<file path="config.mk">
export PLATFORM = sky130hd
export DESIGN_NAME = spi_master_cmd_flat
export DESIGN_NICKNAME = d
export VERILOG_FILES = /design/src/rtl/spi_master_cmd_if.sv /design/src/rtl/spi_master_cmd.sv /design/src/flat_wrapper.sv
export SDC_FILE = /design/constraint.sdc
export NUM_CORES = 1
export LEC_CHECK = 0
export CAP_MARGIN = 25
export CORE_UTILIZATION = 57
export DETAILED_ROUTE_END_ITERATION = 16
export GPL_ROUTABILITY_DRIVEN = 0
export PLACE_DENSITY = 0.82
export SETUP_SLACK_MARGIN = 0.15
export SYNTH_ARGS = -nofsm -noshare
export SYNTH_HDL_FRONTEND = slang
export SYNTH_SLANG_ARGS = --single-unit
</file>
<file path="constraint.sdc">
create_clock -name clk -period 4.2 [get_ports clk]
set_input_delay 0.63 -clock clk [delete_from_list [all_inputs] [get_ports clk]]
set_output_delay 0.63 -clock clk [all_outputs]
set_load 0.02 [all_outputs]
</file>
<file path="src/rtl/spi_master_cmd_if.sv">
// Host command handshake plus SPI pin bundle for the 10-bit command SPI link.
// The master modport is the initiator side and the slave modport is the host/pin side.
interface spi_master_cmd_if;
    logic       cmd_valid;
    logic       cmd_ready;
    logic [1:0] cmd_type;
    logic [7:0] cmd_data;
    logic       resp_valid;
    logic [7:0] resp_data;
    logic       rd_seq_err;
    logic       busy;
    logic       ss_n;
    logic       mosi;
    logic       miso;

    modport master (
        input  cmd_valid, cmd_type, cmd_data, miso,
        output cmd_ready, resp_valid, resp_data, rd_seq_err, busy, ss_n, mosi
    );

    modport slave (
        output cmd_valid, cmd_type, cmd_data, miso,
        input  cmd_ready, resp_valid, resp_data, rd_seq_err, busy, ss_n, mosi
    );
endinterface

</file>
<file path="src/rtl/spi_master_cmd.sv">
// Initiator for the 10-bit command SPI link: shifts {type, payload} out MSB first
// on the shared clock and collects an 8-bit reply for read-data commands.
module spi_master_cmd #(
    parameter int unsigned TURNAROUND = 1,
    parameter int unsigned GAP_CYCLES = 2
) (
    input  logic             clk,
    input  logic             rst,
    spi_master_cmd_if.master bus
);

    typedef enum logic [2:0] {IDLE, SEL, SHIFT, TURN, RECV, GAP} state_t;

    localparam logic [3:0] GAP_LAST  = 4'(GAP_CYCLES - 1);
    localparam logic [3:0] TURN_LAST = 4'(TURNAROUND - 1);

    state_t     state_q;
    logic [9:0] frame_q;
    logic [1:0] type_q;
    logic [3:0] cnt_q;
    logic [7:0] rx_q;
    logic [7:0] resp_data_q;
    logic       resp_valid_q;
    logic       rd_seq_err_q;
    logic       rd_addr_pend_q;
    logic       ss_n_q;
    logic       mosi_q;

    always_ff @(posedge clk or negedge rst) begin
        if (!rst) begin
            state_q        <= IDLE;
            frame_q        <= '0;
            type_q         <= '0;
            cnt_q          <= '0;
            rx_q           <= '0;
            resp_data_q    <= '0;
            resp_valid_q   <= 1'b0;
            rd_seq_err_q   <= 1'b0;
            rd_addr_pend_q <= 1'b0;
            ss_n_q         <= 1'b1;
            mosi_q         <= 1'b0;
        end else begin
            resp_valid_q <= 1'b0;
            rd_seq_err_q <= 1'b0;
            unique case (state_q)
                IDLE: begin
                    if (bus.cmd_valid) begin
                        frame_q      <= {bus.cmd_type, bus.cmd_data};
                        type_q       <= bus.cmd_type;
                        cnt_q        <= '0;
                        ss_n_q       <= 1'b0;
                        mosi_q       <= bus.cmd_type[1];
                        rd_seq_err_q <= (bus.cmd_type == 2'b11) && !rd_addr_pend_q;
                        state_q      <= SEL;
                    end
                end
                // SEL is the slave's check slot, so the MSB is presented twice.
                SEL: begin
                    mosi_q  <= frame_q[9];
                    state_q <= SHIFT;
                end
                SHIFT: begin
                    if (cnt_q == 4'd9) begin
                        cnt_q  <= '0;
                        mosi_q <= 1'b0;
                        if (type_q == 2'b11) begin
                            state_q <= (TURNAROUND == 0) ? RECV : TURN;
                        end else begin
                            ss_n_q  <= 1'b1;
                            state_q <= GAP;
                            if (type_q == 2'b10) begin
                                rd_addr_pend_q <= 1'b1;
                            end
                        end
                    end else begin
                        cnt_q   <= cnt_q + 4'd1;
                        mosi_q  <= frame_q[8];
                        frame_q <= {frame_q[8:0], 1'b0};
                    end
                end
                TURN: begin
                    if (cnt_q == TURN_LAST) begin
                        cnt_q   <= '0;
                        state_q <= RECV;
                    end else begin
                        cnt_q <= cnt_q + 4'd1;
                    end
                end
                RECV: begin
                    rx_q <= {rx_q[6:0], bus.miso};
                    if (cnt_q == 4'd7) begin
                        resp_data_q    <= {rx_q[6:0], bus.miso};
                        resp_valid_q   <= 1'b1;
                        rd_addr_pend_q <= 1'b0;
                        ss_n_q         <= 1'b1;
                        cnt_q          <= '0;
                        state_q        <= GAP;
                    end else begin
                        cnt_q <= cnt_q + 4'd1;
                    end
                end
                GAP: begin
                    if (cnt_q == GAP_LAST) begin
                        cnt_q   <= '0;
                        state_q <= IDLE;
                    end else begin
                        cnt_q <= cnt_q + 4'd1;
                    end
                end
                default: state_q <= IDLE;
            endcase
        end
    end

    assign bus.cmd_ready  = (state_q == IDLE);
    assign bus.busy       = (state_q != IDLE);
    assign bus.ss_n       = ss_n_q;
    assign bus.mosi       = mosi_q;
    assign bus.resp_valid = resp_valid_q;
    assign bus.resp_data  = resp_data_q;
    assign bus.rd_seq_err = rd_seq_err_q;

endmodule
</file>
<file path="src/flat_wrapper.sv">
// flat-port wrapper written by rule: the top's interface ports become plain ports
module spi_master_cmd_flat 
#(
    parameter int unsigned TURNAROUND = 1,
    parameter int unsigned GAP_CYCLES = 2
)
  (clk, rst, bus_cmd_valid, bus_cmd_type, bus_cmd_data, bus_miso, bus_cmd_ready, bus_resp_valid, bus_resp_data, bus_rd_seq_err, bus_busy, bus_ss_n, bus_mosi);
  spi_master_cmd_if bus_i ();
  input  logic clk;
  input  logic rst;
  input wire logic [$bits(bus_i.cmd_valid)-1:0] bus_cmd_valid;
  input wire logic [$bits(bus_i.cmd_type)-1:0] bus_cmd_type;
  input wire logic [$bits(bus_i.cmd_data)-1:0] bus_cmd_data;
  input wire logic [$bits(bus_i.miso)-1:0] bus_miso;
  output wire logic [$bits(bus_i.cmd_ready)-1:0] bus_cmd_ready;
  output wire logic [$bits(bus_i.resp_valid)-1:0] bus_resp_valid;
  output wire logic [$bits(bus_i.resp_data)-1:0] bus_resp_data;
  output wire logic [$bits(bus_i.rd_seq_err)-1:0] bus_rd_seq_err;
  output wire logic [$bits(bus_i.busy)-1:0] bus_busy;
  output wire logic [$bits(bus_i.ss_n)-1:0] bus_ss_n;
  output wire logic [$bits(bus_i.mosi)-1:0] bus_mosi;
  assign bus_i.cmd_valid = bus_cmd_valid;
  assign bus_i.cmd_type = bus_cmd_type;
  assign bus_i.cmd_data = bus_cmd_data;
  assign bus_i.miso = bus_miso;
  assign bus_cmd_ready = bus_i.cmd_ready;
  assign bus_resp_valid = bus_i.resp_valid;
  assign bus_resp_data = bus_i.resp_data;
  assign bus_rd_seq_err = bus_i.rd_seq_err;
  assign bus_busy = bus_i.busy;
  assign bus_ss_n = bus_i.ss_n;
  assign bus_mosi = bus_i.mosi;
  spi_master_cmd #(.TURNAROUND(TURNAROUND), .GAP_CYCLES(GAP_CYCLES)) u_core (.clk(clk), .rst(rst), .bus(bus_i));
endmodule
</file>
==> impl_metrics.ini, run 1 <==
[job]
maxCapViolations = 0

[placement]
dpl.hpwl_mm = 2.457
io_buffers = 27

[sta]
worst_pin_slew_ns = 0.8240
setup_viol = 0
fin_hold_ws_ns = 0.3655
min_period_ns = 2.698
slew_viol_final = 0
slew_headroom = 0.4507
tns_ns = 0
clock.fmax_mhz = 370.6
fin_worst_skew_ns = 0.002250
period_share = 0.6424
hold_violations = 0
rsz0062_at_grt = false

[logic_synthesis]
synth.top_cells.by_count = 38 x dfrtp_1, 19 x nand2_1, 16 x mux2_2
yosysMostFrequentCell = dfrtp_1
synth_enable_flop_cells = 0
synth_cells = 170
synth.distinct_cells = 41
synth.cell_area_um2 = 1886
yosys.area.top_type_share = 0.5043
synthFlopType = dfrtp_1
async_reset_ff_frac = 1.000
syn_avg_cell_area_um2 = 11.09
synth.ff_latch_count = 39
ys_seq_area_frac = 0.5182
yosys_warnings = 0
synth.net_count = 187
yosysTopAreaCell = dfrtp_1
synth_area_leaders = dfrtp_1 50%, mux2_2 9.6%, mux2i_1 4.2%, nand2_1 3.8%, o21ai_1 2.4%

[worst_setup_path]
crit_path_start_kind = flop
r2r_cells = 4
endpoint_kind = output pin
crit_required_ns = 3.57
regToRegEndpoint = u_core.cnt_q[0]
reg2reg_from = u_core.state_q[1]
reg2reg_setup_slack_ns = 2.13
worst-path-max-fanout = 17
cp.arrival_ns = 2.07
crit_type = reg2out

[layout]
final_util = 0.7181
fin_nets = 213
fillerInstances = 249
syn_to_final_growth_pct = 18.18
layout-drive-gt1-share = 0.1777
n_antenna_cell = 0

[route]
dr.pass1.iters = 5
routedWlPerCell_um = 14.10
initialDrtViolationCount = 96
drc = 0
vias = 1343
ant_nets = 0
viasPerCell = 5.573
drt_wl_total_mm = 3.399

[global_route]
grt_pass1_wl_mm = 5.685
grt_max_degree = 40
grt_usage = 0.2249
antenna_found_initial = 0
grt_pass1_vias = 1284
overflow = 0

[clock_network]
clk_path_buf_depth = 2
cts_buffers = 5
clock_sinks = 39
cts_resized = 0
root_buffer = clkbuf_4
cts_tree = yes
htreeDepth = 2
clk_latency_ns = 0.35
holdBufCountCts = 0
cts_setup_buffers = 0
clkTransAtPathRegs_ns = 0.11

[power]
finalPower_uw = 1454
seqPwrFrac = 0.447
p_sw_frac = 0.3795
netSwitchingPower_uw = 551.8
ir_drop_mv = 0.3711
p_int_uw = 902.2
powerDensity_nw_per_um2 = 652.5
clock_power_share = 0.150
power_frac_comb = 0.403
p_leak_uw = 0.001000

[floorplan]
ios = 28
initial_core_util = 0.6077
dieArea_um2 = 3542
rows = 20
dieWidth_um = 59.52
fp.coreArea_um2 = 3103
die-height_um = 59.52

[min_path]
holdCritPathClass = in2async

[run_status]
status = completed
routing by layer:
metal,GRT usage,vias to the layer above,routed length [um]
met3,0.07642,8,185
met1,0.2679,642,1400
met4,0.07973,0,60
li1,-,653,-
met2,0.3788,40,1753
met5,0,-,0
kinds of logic (layout without fill, tap and decap cells):
| family | count (synthesis) | count (layout) | share of synthesized area |
|---|---|---|---|
| simple gates | 46 | 46 | 0.1354 |
| compound gates | 39 | 39 | 0.1307 |
| flops | 39 | 39 | 0.5182 |
| mux | 24 | 24 | 0.1380 |
| buf+inv | 17 | 44 | 0.04844 |
| fa+ha+maj | 3 | 3 | 0.01991 |
| xor+xnor | 2 | 2 | 0.009292 |
power by group through the flow:
stage	clock, uW	combinational (uW)	sequential, uW
finish	218	585	650
detailed placement	0	587	656
CTS	226	589	650
floorplan	0	477	608
global route	239	648	673
global placement	0	555	647
sequential cells by signal, indices dropped and copies added (netlist names):
signal                 flops
u_core.cnt_q               4
u_core.bus.resp_valid      1
u_core.state_q             3
u_core.rx_q                7
u_core.bus.rd_seq_err      1
u_core.bus.resp_data       8
u_core.type_q              2
u_core.frame_q            10
u_core.bus.ss_n            1
u_core.bus.mosi            1
u_core.rd_addr_pend_q      1
through the flow:
step	worst slack, ns	area (um2)	instances
6_report	1.502	2228	241
5_1_grt	1.413	2228	241
4_1_cts	1.490	2228	241
3_5_place_dp	1.868	2156	233
3_3_place_gp	1.906	2156	233
2_1_floorplan	2.521	1886	170
critical path: stages, from the launching register on:
cell             delay [ns]
dfrtp_1                0.59
or3_4                  0.47
inv_2                  0.07
clkdlybuf4s50_1        0.59
area by class of cell:
class	instances	area, um2	area share
Sequential cell	39	977.2	0.4385
Multi-Input combinational cell	114	817.0	0.3666
Timing Repair Buffer	29	280.3	0.1258
Clock buffer	7	65.06	0.02920
Tap cell	44	55.05	0.02471
Inverter	7	26.28	0.01179
Clock inverter	1	7.507	0.003369
worst max-delay path by stage:
stage	slack [ns]	cells past startpoint	start	endpoint
finish	1.50	3	u_core.state_q[0]	bus_cmd_ready
floorplan	2.52	3	u_core.state_q[0]	bus_cmd_ready
CTS	1.49	3	u_core.state_q[0]	bus_cmd_ready
global placement	1.91	3	u_core.state_q[0]	bus_cmd_ready
global route	1.41	3	u_core.state_q[0]	bus_cmd_ready
detailed placement	1.87	5	bus_cmd_valid	u_core.frame_q[8]
cell usage in the layout (no fill, tap or decap), types with 3 or more instances in the layout:
cell,Yosys,layout
dfrtp_1,38,38
clkdlybuf4s50_1,0,26
nand2_1,19,19
mux2_2,16,16
o21ai_1,9,9
mux2i_1,8,8
a21oi_1,8,8
o21ai_0,7,7
inv_1,6,6
nor2_1,6,6
clkbuf_4,0,5
nand3b_1,3,3
nor3b_1,3,3
ha_1,3,3
Power figures use the tool's default switching activity.
==> inputs of run 2 (changes only) <==
--- a/config.mk
+++ b/config.mk
@@ -6,10 +6,10 @@
 export NUM_CORES = 1
 export LEC_CHECK = 0
 export CAP_MARGIN = 25
-export CORE_UTILIZATION = 57
+export CORE_UTILIZATION = 48
 export DETAILED_ROUTE_END_ITERATION = 16
 export GPL_ROUTABILITY_DRIVEN = 0
-export PLACE_DENSITY = 0.82
+export PLACE_DENSITY = 0.74
 export SETUP_SLACK_MARGIN = 0.15
 export SYNTH_ARGS = -nofsm -noshare
 export SYNTH_HDL_FRONTEND = slang
==> constraint.sdc (replaced) <==
create_clock -name clk -period 2.3 [get_ports clk]
set_input_delay 0.345 -clock clk [delete_from_list [all_inputs] [get_ports clk]]
set_output_delay 0.345 -clock clk [all_outputs]
set_load 0.02 [all_outputs]
==> run 2 against run 1 <==
  * Core utilization is 11 points lower
  * Sequential cell count stayed put
  * Via count is 1.7% higher
  * Sequential share of layout area is 0.96 points lower
  * Sequential power is 72% higher
  * Routed wire length is 1.8% higher
  * Worst setup slack worse by 1.2 ns
  * Critical path depth is 1 lower
  * Die area is 18% higher
  * Combinational power is 100% higher
  * Register-to-register slack worse by 1.8 ns
  * Final cell count is 3.3% higher
  * Critical path type unchanged
  * Largest cell class unchanged
  * Highest routed layer unchanged
==> impl_metrics.ini, run 2 (synthesis results as in run 1) <==
[global_route]
grt_max_degree = 40
antenna_found_initial = 0
grt_usage = 0.1936
grt_pass1_vias = 1341
overflow = 0
grt_pass1_wl_mm = 6.044

[sta]
postLayoutSetupSlackWorst_ns = 0.3020
clock.fmax_mhz = 500.5
fin_worst_skew_ns = 0.004757
worst_pin_slew_ns = 0.8283
setup_viol = 0
hold_violations = 0
min_period_ns = 1.998
period_share = 0.8687
slew_headroom = 0.4478
slew_viol_final = 0
rsz0062_at_grt = false
tns_ns = 0

[clock_network]
clk_path_buf_depth = 2
htreeDepth = 2
cts_tree = yes
clk_latency_ns = 0.29
holdBufCountCts = 0
root_buffer = clkbuf_8
clock_sinks = 39
clkTransAtPathRegs_ns = 0.07
cts_buffers = 5

[worst_setup_path]
crit_required_ns = 1.96
cpPeakStageDelay_ns = 0.54
endpoint_kind = output pin
crit_type = reg2out
path_cells = or3_4 -> clkdlybuf4s50_1
crit_path_start_kind = flop
worst-path-max-fanout = 6
cp.arrival_ns = 1.65
cp_slowest_cell = clkdlybuf4s50_1

[layout]
largest-register = u_core.frame_q
fin_nets = 217
fillerInstances = 316
final_common_cell = dfrtp_1
mostFrequentLayoutCells = 38 x dfrtp_1, 25 x clkdlybuf4s50_1, 19 x nand2_1, 16 x mux2_2, 9 x o21ai_1
syn_to_final_growth_pct = 20.84
layout-drive-gt1-share = 0.1891
largest_register_ffs = 10
n_antenna_cell = 0

[placement]
dpl.hpwl_mm = 2.618
io_buffers = 27
dp_slack_ns = 0.2795

[min_path]
holdCritPathClass = in2async

[power]
ir_drop_mv = 0.6217
powerDensity_nw_per_um2 = 1201
p_leak_uw = 0.001039

[run_status]
status = completed

[route]
drc = 0
initialDrtViolationCount = 100
dr.pass1.iters = 4
ant_nets = 0
routedWlPerCell_um = 13.90
viasPerCell = 5.486
vias = 1366
drt_wl_total_mm = 3.461

[floorplan]
rows = 22
dieWidth_um = 64.68
dieArea_um2 = 4183
fp.coreArea_um2 = 3716
ios = 28
die-height_um = 64.68
initial_core_util = 0.5074

[job]
maxCapViolations = 0
## run 2: cell count changes in the layout (fill, tap and decap cells not counted), sizes merged
cell           delta
clkbuf            -1
dlymetal6s2s      +1
clkdlybuf4s50     -1
clkinv            +1
buf               +4
## run 2: through the flow
step                      hold slack (ns)  cells  area [um2]    util  total power [uW]
after floorplan                   0.04941    170        1886       -              1981
after global placement             0.4217    241        2191  0.5896              2240
after detailed placement           0.4343    241        2191  0.5896              2315
after CTS                          0.1708    249        2276  0.6125              2768
after global routing               0.2156    249        2278  0.6131              2953
final                              0.1464    249        2278  0.6131              2737
## run 2: what timing repair did
action                     4_1_cts  5_1_grt
resized for setup                0        1
setup endpoints to repair        0        1
buffers inserted                 0        0
## run 2: final timing paths
kind	slack, ns	startpoint	depth (start not counted)	to
setup reg to reg	0.36	u_core.cnt_q[1]	6	u_core.frame_q[1]
min in group clk	0.44	u_core.rd_addr_pend_q	1	u_core.bus.rd_seq_err
setup / recovery	0.30	u_core.state_q[2]	2	bus_busy
max in group asynchronous	1.63	rst	1	u_core.frame_q[3]
hold / removal	0.15	rst	1	u_core.state_q[0]
hold reg to reg	0.44	u_core.rd_addr_pend_q	1	u_core.bus.rd_seq_err
## run 2: critical path, delay by kind of cell (launching register included)
| family | cells | cell delay, ns |
|---|---|---|
| flops | 1 | 0.46 |
| simple gates | 1 | 0.36 |
| buf+inv | 1 | 0.54 |
## run 2: report_power, final
part | internal, uW | switching, uW | total, uW
Sequential | 942 | 175 | 1120
Combinational | 563 | 614 | 1180
Clock | 212 | 232 | 444
Total | 1720 | 1020 | 2740
## run 2: metal layers
layer,GRT usage,vias to the layer above,wire (um)
met2,0.3026,34,1721
li1,-,657,-
met1,0.2497,666,1485
met3,0.06338,9,189
met5,0,-,0
met4,0.07222,0,65
## run 2: final cells by class
type / count / area (um2) / share of cell area
clock inverter: 2 / 12.51 / 0.005491
sequential: 39 / 977.2 / 0.4289
multi-input combinational: 114 / 817.0 / 0.3586
timing repair buffer: 33 / 312.8 / 0.1373
tap: 48 / 60.06 / 0.02636
inverter: 7 / 26.28 / 0.01153
clock buffer: 6 / 72.57 / 0.03185
==> inputs of run 3 (changes only) <==
--- a/config.mk
+++ b/config.mk
@@ -5,7 +5,6 @@
 export SDC_FILE = /design/constraint.sdc
 export NUM_CORES = 1
 export LEC_CHECK = 0
-export CAP_MARGIN = 25
 export CORE_UTILIZATION = 48
 export DETAILED_ROUTE_END_ITERATION = 16
 export GPL_ROUTABILITY_DRIVEN = 0
==> results of run 3 <==
Final layout, timing and power as in run 2 (identical DEF).
